### src/rtl/sram_arbiter_if.sv
// Bundle of the fetch port, data port and shared Sram port signals.
// The arbiter takes the slave view; requesters and the Sram take the master view.
interface sram_arbiter_if;
    logic        if_req;
    logic [31:0] if_addr;
    logic        if_gnt;
    logic        if_valid;
    logic [31:0] if_rdata;

    logic        mem_req;
    logic        mem_we;
    logic [31:0] mem_addr;
    logic [31:0] mem_wdata;
    logic        mem_gnt;
    logic        mem_valid;
    logic [31:0] mem_rdata;

    logic        stall_if;
    logic        stall_mem;

    logic        sram_read;
    logic        sram_write;
    logic [31:0] sram_addr;
    logic [31:0] sram_wdata;
    logic [31:0] sram_rdata;

    modport slave (
        input  if_req, if_addr, mem_req, mem_we, mem_addr, mem_wdata, sram_rdata,
        output if_gnt, if_valid, if_rdata, mem_gnt, mem_valid, mem_rdata,
        output stall_if, stall_mem, sram_read, sram_write, sram_addr, sram_wdata
    );

    modport master (
        output if_req, if_addr, mem_req, mem_we, mem_addr, mem_wdata, sram_rdata,
        input  if_gnt, if_valid, if_rdata, mem_gnt, mem_valid, mem_rdata,
        input  stall_if, stall_mem, sram_read, sram_write, sram_addr, sram_wdata
    );
endinterface

### src/rtl/sram_arbiter.sv
// Arbitrates a fetch port and a data port onto one single-cycle-latency Sram port.
// Data port has priority; fetch is forced through after STARVE_MAX consecutive losses.
module sram_arbiter #(
    parameter int unsigned STARVE_MAX = 4
) (
    input logic           clk,
    input logic           rst_n,
    sram_arbiter_if.slave bus
);

    typedef enum logic [1:0] {RespNone, RespIf, RespMemRd, RespMemWr} resp_e;

    localparam logic [3:0] StarveMax = 4'(STARVE_MAX);

    resp_e      resp_q, resp_d;
    logic [3:0] starve_q, starve_d;
    logic       if_win, mem_win, mem_wr_win;

    // Grants are forced low while in reset so nothing reaches the Sram.
    always_comb begin
        mem_win    = rst_n & bus.mem_req & ~(bus.if_req & (starve_q == StarveMax));
        if_win     = rst_n & bus.if_req & ~mem_win;
        mem_wr_win = mem_win & bus.mem_we;
    end

    always_comb begin
        bus.if_gnt     = if_win;
        bus.mem_gnt    = mem_win;
        bus.stall_if   = rst_n & bus.if_req & ~if_win;
        bus.stall_mem  = rst_n & bus.mem_req & ~mem_win;
        bus.sram_read  = if_win | (mem_win & ~bus.mem_we);
        bus.sram_write = mem_wr_win;
        bus.sram_addr  = '0;
        if (if_win) begin
            bus.sram_addr = bus.if_addr;
        end else if (mem_win) begin
            bus.sram_addr = bus.mem_addr;
        end
        bus.sram_wdata = mem_wr_win ? bus.mem_wdata : '0;
    end

    always_comb begin
        resp_d = RespNone;
        if (if_win) begin
            resp_d = RespIf;
        end else if (mem_wr_win) begin
            resp_d = RespMemWr;
        end else if (mem_win) begin
            resp_d = RespMemRd;
        end
    end

    always_comb begin
        starve_d = starve_q;
        if (!bus.if_req || if_win) begin
            starve_d = '0;
        end else if (mem_win && (starve_q != StarveMax)) begin
            starve_d = starve_q + 4'd1;
        end
    end

    always_ff @(posedge clk) begin
        if (!rst_n) begin
            resp_q   <= RespNone;
            starve_q <= '0;
        end else begin
            resp_q   <= resp_d;
            starve_q <= starve_d;
        end
    end

    // Responses are gated by reset so a stale owner never leaks out during reset.
    always_comb begin
        bus.if_valid  = rst_n && (resp_q == RespIf);
        bus.mem_valid = rst_n && ((resp_q == RespMemRd) || (resp_q == RespMemWr));
        bus.if_rdata  = bus.if_valid ? bus.sram_rdata : '0;
        bus.mem_rdata = (rst_n && (resp_q == RespMemRd)) ? bus.sram_rdata : '0;
    end

endmodule
### src/flat_wrapper.sv
// flat-port wrapper written by rule: the top's interface ports become plain ports
module sram_arbiter_flat 
#(
    parameter int unsigned STARVE_MAX = 4
)
  (clk, rst_n, bus_if_req, bus_if_addr, bus_mem_req, bus_mem_we, bus_mem_addr, bus_mem_wdata, bus_sram_rdata, bus_if_gnt, bus_if_valid, bus_if_rdata, bus_mem_gnt, bus_mem_valid, bus_mem_rdata, bus_stall_if, bus_stall_mem, bus_sram_read, bus_sram_write, bus_sram_addr, bus_sram_wdata);
  sram_arbiter_if bus_i ();
  input logic clk;
  input logic rst_n;
  input wire logic [$bits(bus_i.if_req)-1:0] bus_if_req;
  input wire logic [$bits(bus_i.if_addr)-1:0] bus_if_addr;
  input wire logic [$bits(bus_i.mem_req)-1:0] bus_mem_req;
  input wire logic [$bits(bus_i.mem_we)-1:0] bus_mem_we;
  input wire logic [$bits(bus_i.mem_addr)-1:0] bus_mem_addr;
  input wire logic [$bits(bus_i.mem_wdata)-1:0] bus_mem_wdata;
  input wire logic [$bits(bus_i.sram_rdata)-1:0] bus_sram_rdata;
  output wire logic [$bits(bus_i.if_gnt)-1:0] bus_if_gnt;
  output wire logic [$bits(bus_i.if_valid)-1:0] bus_if_valid;
  output wire logic [$bits(bus_i.if_rdata)-1:0] bus_if_rdata;
  output wire logic [$bits(bus_i.mem_gnt)-1:0] bus_mem_gnt;
  output wire logic [$bits(bus_i.mem_valid)-1:0] bus_mem_valid;
  output wire logic [$bits(bus_i.mem_rdata)-1:0] bus_mem_rdata;
  output wire logic [$bits(bus_i.stall_if)-1:0] bus_stall_if;
  output wire logic [$bits(bus_i.stall_mem)-1:0] bus_stall_mem;
  output wire logic [$bits(bus_i.sram_read)-1:0] bus_sram_read;
  output wire logic [$bits(bus_i.sram_write)-1:0] bus_sram_write;
  output wire logic [$bits(bus_i.sram_addr)-1:0] bus_sram_addr;
  output wire logic [$bits(bus_i.sram_wdata)-1:0] bus_sram_wdata;
  assign bus_i.if_req = bus_if_req;
  assign bus_i.if_addr = bus_if_addr;
  assign bus_i.mem_req = bus_mem_req;
  assign bus_i.mem_we = bus_mem_we;
  assign bus_i.mem_addr = bus_mem_addr;
  assign bus_i.mem_wdata = bus_mem_wdata;
  assign bus_i.sram_rdata = bus_sram_rdata;
  assign bus_if_gnt = bus_i.if_gnt;
  assign bus_if_valid = bus_i.if_valid;
  assign bus_if_rdata = bus_i.if_rdata;
  assign bus_mem_gnt = bus_i.mem_gnt;
  assign bus_mem_valid = bus_i.mem_valid;
  assign bus_mem_rdata = bus_i.mem_rdata;
  assign bus_stall_if = bus_i.stall_if;
  assign bus_stall_mem = bus_i.stall_mem;
  assign bus_sram_read = bus_i.sram_read;
  assign bus_sram_write = bus_i.sram_write;
  assign bus_sram_addr = bus_i.sram_addr;
  assign bus_sram_wdata = bus_i.sram_wdata;
  sram_arbiter #(.STARVE_MAX(STARVE_MAX)) u_core (.clk(clk), .rst_n(rst_n), .bus(bus_i));
endmodule
### config.mk
export PLATFORM = sky130hd
export DESIGN_NAME = sram_arbiter_flat
export DESIGN_NICKNAME = d
export VERILOG_FILES = /design/src/rtl/sram_arbiter_if.sv /design/src/rtl/sram_arbiter.sv /design/src/flat_wrapper.sv
export SDC_FILE = /design/constraint.sdc
export NUM_CORES = 1
export LEC_CHECK = 0
export BUFFER_PORTS_ARGS = -buffer_cell sky130_fd_sc_hd__clkbuf_2
export CORE_AREA = 5 5 102 104
export CTS_BUF_LIST = sky130_fd_sc_hd__clkbuf_8
export CTS_CLUSTER_DIAMETER = 150
export DETAILED_ROUTE_END_ITERATION = 6
export DIE_AREA = 0 0 107 109
export GPL_ROUTABILITY_DRIVEN = 0
export PLACE_DENSITY_LB_ADDON = 0.12
export SETUP_SLACK_MARGIN = 0.4
export SLEW_MARGIN = 25
export SYNTH_ARGS = -nofsm -noshare
export SYNTH_HDL_FRONTEND = slang
export SYNTH_SLANG_ARGS = --single-unit
### constraint.sdc
create_clock -name clk -period 4.45 [get_ports clk]
set_clock_uncertainty 0.2 [all_clocks]
set_input_delay 0.89 -clock clk [delete_from_list [all_inputs] [get_ports clk]]
set_output_delay 0.89 -clock clk [all_outputs]
set_load 0.005 [all_outputs]
# ---- Word-level counts from Yosys, hierarchy flattened
# Index checks and enable logic that the tools add are counted.
dict set report op_classes {
  mux 8
  reduce_logical 9
  bitwise_logic 15
  addsub 1
  eq_ne 5
}
# cell count
set op_table {}
lappend op_table {{two-way mux 32 bit} 5}
lappend op_table {{bitwise AND 1 bit} 9}
lappend op_table {{inverter 1 bit} 5}
lappend op_table {{adder 4 x 1 -> 4 bit, second input constant} 1}
lappend op_table {{== test 2 bit, second input constant} 2}
lappend op_table {{== test 4 x 3 -> 1 bit, second input constant} 1}
lappend op_table {{logical AND 1 bit} 4}
lappend op_table {{two-way mux 2 bit} 2}
lappend op_table {{inequality test 4 x 3 -> 1 bit, second input constant} 1}
lappend op_table {{OR reduction 2 bit} 2}
lappend op_table {{== test 2 x 1 -> 1 bit, second input constant} 1}
lappend op_table {{logical OR 1 bit} 2}
lappend op_table {{logical NOT 1 bit} 1}
lappend op_table {{two-way mux 1 bit} 1}
lappend op_table {{OR 1 bit} 1}
dict set report word_totals {
  inputBits 133
  output_inout_bits 136
  reg_bits 6
  elab_cells 41
}

# ---- Longest topological paths before layout
dict set report depth {
  depth_word 8
  ltp_mapped 7
  ltp_nobuf 6
}

# ---- Worst setup path after synthesis
# No wires, ideal clock.
dict set report synth_path {
  path_kind {input to output}
  start {in bus_mem_req}
  end {out bus_sram_wdata[17]}
  n_path_buf 2
  arrival_time_ps 1551
  slack_ps 1809
  path_stages 5
  path_cell_list {nand2_1 > a21oi_4 > buf_6 > buf_6 > and3_1}
}
dict set report synth_between {
  elab_chain_len 4
}
# item line
set synth_rtl {}
lappend synth_rtl {{start, declared} flat_wrapper.sv:12} ;# input wire logic [$bits(bus_i.mem_req)-1:0] bus_mem_req;
lappend synth_rtl {{bitwise AND 1 bit (2 in series)} sram_arbiter.sv:21} ;# mem_win = rst_n & bus.mem_req & ~(bus.if_req & (starve_q == StarveMax));
lappend synth_rtl {{net bus_mem_gnt} flat_wrapper.sv:20} ;# output wire logic [$bits(bus_i.mem_gnt)-1:0] bus_mem_gnt;
lappend synth_rtl {{bitwise AND 1 bit} sram_arbiter.sv:23} ;# mem_wr_win = mem_win & bus.mem_we;
lappend synth_rtl {{two-way mux 32 bit} sram_arbiter.sv:39} ;# bus.sram_wdata = mem_wr_win ? bus.mem_wdata : '0;
lappend synth_rtl {{end, declared} flat_wrapper.sv:28} ;# output wire logic [$bits(bus_i.sram_wdata)-1:0] bus_sram_wdata;
# The timed path passes the listed nets, and every way through them passes these cells.

# ---- Worst setup path after layout
dict set report layout_path {
  start {in rst_n}
  end {out bus_sram_wdata[12]}
}
dict set report layout_between {
  elab_chain_len 4
}
# item line
set layout_rtl {}
lappend layout_rtl {{start, declared} flat_wrapper.sv:9} ;# input logic rst_n;
lappend layout_rtl {{bitwise AND 1 bit (2 in series)} sram_arbiter.sv:21}
lappend layout_rtl {{bitwise AND 1 bit} sram_arbiter.sv:23}
lappend layout_rtl {{two-way mux 32 bit} sram_arbiter.sv:39}
# No other way between the ends.

==> summary.txt <==
Status
  – Status: finished, final reports clean

Worst setup path
  – Startpoint Class: input port
  – WS Path Type: in2out
  – Critical Path RT: 3.36 ns
  – CP Capture Type: primary output
  – CP max FO: 68
  – Critical Path AT: 2.14 ns

STA
  – RSZ-0062 raised after global routing: false
  – Final Hold Fails: 0
  – Post-route setup TNS: 0 ns
  – Setup-failing EPs final: 0
  – Min Hold Slack: 0.266 ns
  – Relative slew slack: 43.7%
  – Post-layout min period: 3.23 ns
  – PnR worst setup slack: 1.22 ns
  – Max Transition Viols Final: 0
  – Worst-Margin Slew: 0.845 ns
  – Max Fclk: 309 MHz
  – Final period util: 72.7%

Min path
  – Class of the tightest hold or removal check: reg2reg

Yosys
  – Syn Inst Count: 182
  – Yosys cell types: 24
  – Synth warn: 0
  – Synthesized cell area: 0.00129 mm2
  – Synthesized area per cell: 7.12 um2
  – Sequential-to-total area share from yosys stat: 9.28%
  – Post-synthesis net count: 317
  – #FFs+latches synth: 6

CTS
  – Clock buffer depth: 2
  – Post-CTS Setup Bufs: 0
  – CTS Root Cell: clkbuf_8
  – Skew-Pair Late Insertion Delay: 0.22 ns
  – TritonCTS buffer count: 3
  – CTS tree: yes
  – Resized cells post-CTS: 0
  – Post-CTS Hold Fix Bufs: 0
  – CTS sink count: 6
  – CTS H-tree lvls: 1
  – Reg clk slew, reported paths: 0.04 ns

Place
  – Port bufs: 268
  – Placement Setup Slack: 1.15 ns
  – Post-DP HPWL: 6.80 mm

Run
  – Max Cap Viol: 0

Die
  – Core Region: 0.00946 mm2
  – Die X: 107 um
  – I/O pin cnt: 269
  – Num rows: 36
  – Starting Density: 13.7%
  – Die Area: 0.0117 mm2
  – Die Y-Extent: 109 um

GRT
  – Largest net degree at the start of global routing: 69
  – Vias in the first global route: 2149
  – First-pass GRT wire length: 10.7 mm
  – Grt ovf: 0
  – GRT Total Usage: 11.3%
  – Initial antenna violation count: 0

Detailed routing
  – Antenna Nets Post-Route: 0
  – DR iter-0 viols: 129
  – Drt first pass iters: 6
  – Post-DR wirelength/cell: 14.0 um
  – Routed vias/inst: 4.16
  – Drt drc: 0
  – Total Wirelength: 7.70 mm
  – Vias post-DR: 2289

Power
  – Total chip power: 305 uW
  – P per Cell Area: 112 mW/mm2
  – Pleak: 0.00183 uW
  – Max VDD drop: 0.0678 mV

Layout
  – Layout Area Growth over Synthesis: 111%
  – Final net count: 573
  – Commonest non-fill, non-tap cell in the layout: clkbuf_2
  – Share of cells above drive strength 1: 63.1%
  – Antenna Cells: 0
  – Most frequent cells in the layout: 268 x clkbuf_2, 67 x and2_1, 32 x and3_1, 32 x a22o_1, 6 x dfxtp_1
  – Fill cells: 1066
## logic make-up (layout without fill, tap and decap cells)
family,Yosys count,count (layout),share of synthesized area (%)
flip-flops,6,6,9.28
AND/OR/NAND/NOR,112,112,53.3
XOR/XNOR,2,2,1.35
buffers and inverters,22,276,8.79
adder cells (fa/ha/maj),2,2,1.93
AO/OA/AOI/OAI,38,38,25.3
## Yosys cell counts
library cell	instances	area [um2]
and2_1	67	419
a22o_1	32	280
and3_1	32	200
clkbuf_1	9	33.8
dfxtp_1	6	120
buf_2	5	25.0
nor2_1	4	15.0
buf_6	3	33.8
inv_1	3	11.3
a21oi_1	2	10.0
and3b_1	2	17.5
clkbuf_2	2	10.0
ha_1	2	25.0
nand2_1	2	7.51
nand3_1	2	10.0
a21o_1	1	7.51
a21oi_2	1	8.76
a21oi_4	1	16.3
and2b_1	1	7.51
nand2b_1	1	6.26
nand3b_1	1	7.51
o21ai_0	1	5.00
xnor2_1	1	8.76
xor2_1	1	8.76
## flip-flops by register name (all words and copies together) (netlist names)
register	count
u_core.starve_q	4
u_core.resp_q	2
## where the power goes
part,leakage (uW),internal [uW],switching (uW)
logic,0.00176,94.8,74.0
clock network,0.0000216,58.0,22.0
registers,0.0000490,55.7,0.829
total,0.00183,209,96.8
## through the flow
stage / util (%) / cells / instance area [um2]
floorplan: - / 182 / 1290
global placement: 28.5 / 547 / 2690
detailed placement: 28.5 / 547 / 2690
CTS: 28.9 / 550 / 2730
global route: 28.9 / 550 / 2730
finish: 28.9 / 550 / 2730
## worst max-delay path, cell delays in order
cell	delay [ns]
clkbuf_2	0.12
nand2_1	0.10
a21oi_4	0.11
buf_4	0.50
and3_1	0.25
clkbuf_2	0.12
## per-layer routing
metal / global-route usage (%) / wire, um / up-vias
met4: 1.10 / 19 / 0
met2: 22.2 / 4080 / 166
met5: 0 / 0 / -
li1: - / - / 1141
met3: 3.73 / 980 / 2
met1: 12.0 / 2620 / 980
## cell type report
cell class              instances  area, um2  share of cell area [%]
inverters                       3       11.3                   0.412
well taps                     114        143                    5.22
clock buffers                   3       41.3                    1.51
flip-flops and latches          6        120                    4.40
multi-input cells             154       1060                    38.8
repair buffers                270       1360                    49.6
## final timing paths
kind	start	slack, ns	end	depth (start not counted)
min	u_core.starve_q[0]$_SDFFE_PP0P_	0.27	u_core.starve_q[0]$_SDFFE_PP0P_	1
max reg2reg	u_core.starve_q[0]$_SDFFE_PP0P_	2.45	u_core.resp_q[0]$_SDFF_PN0_	6
max	rst_n	1.22	bus_sram_wdata[12]	6
min reg2reg	u_core.starve_q[0]$_SDFFE_PP0P_	0.27	u_core.starve_q[0]$_SDFFE_PP0P_	1
(Power assumes the default switching activity.)
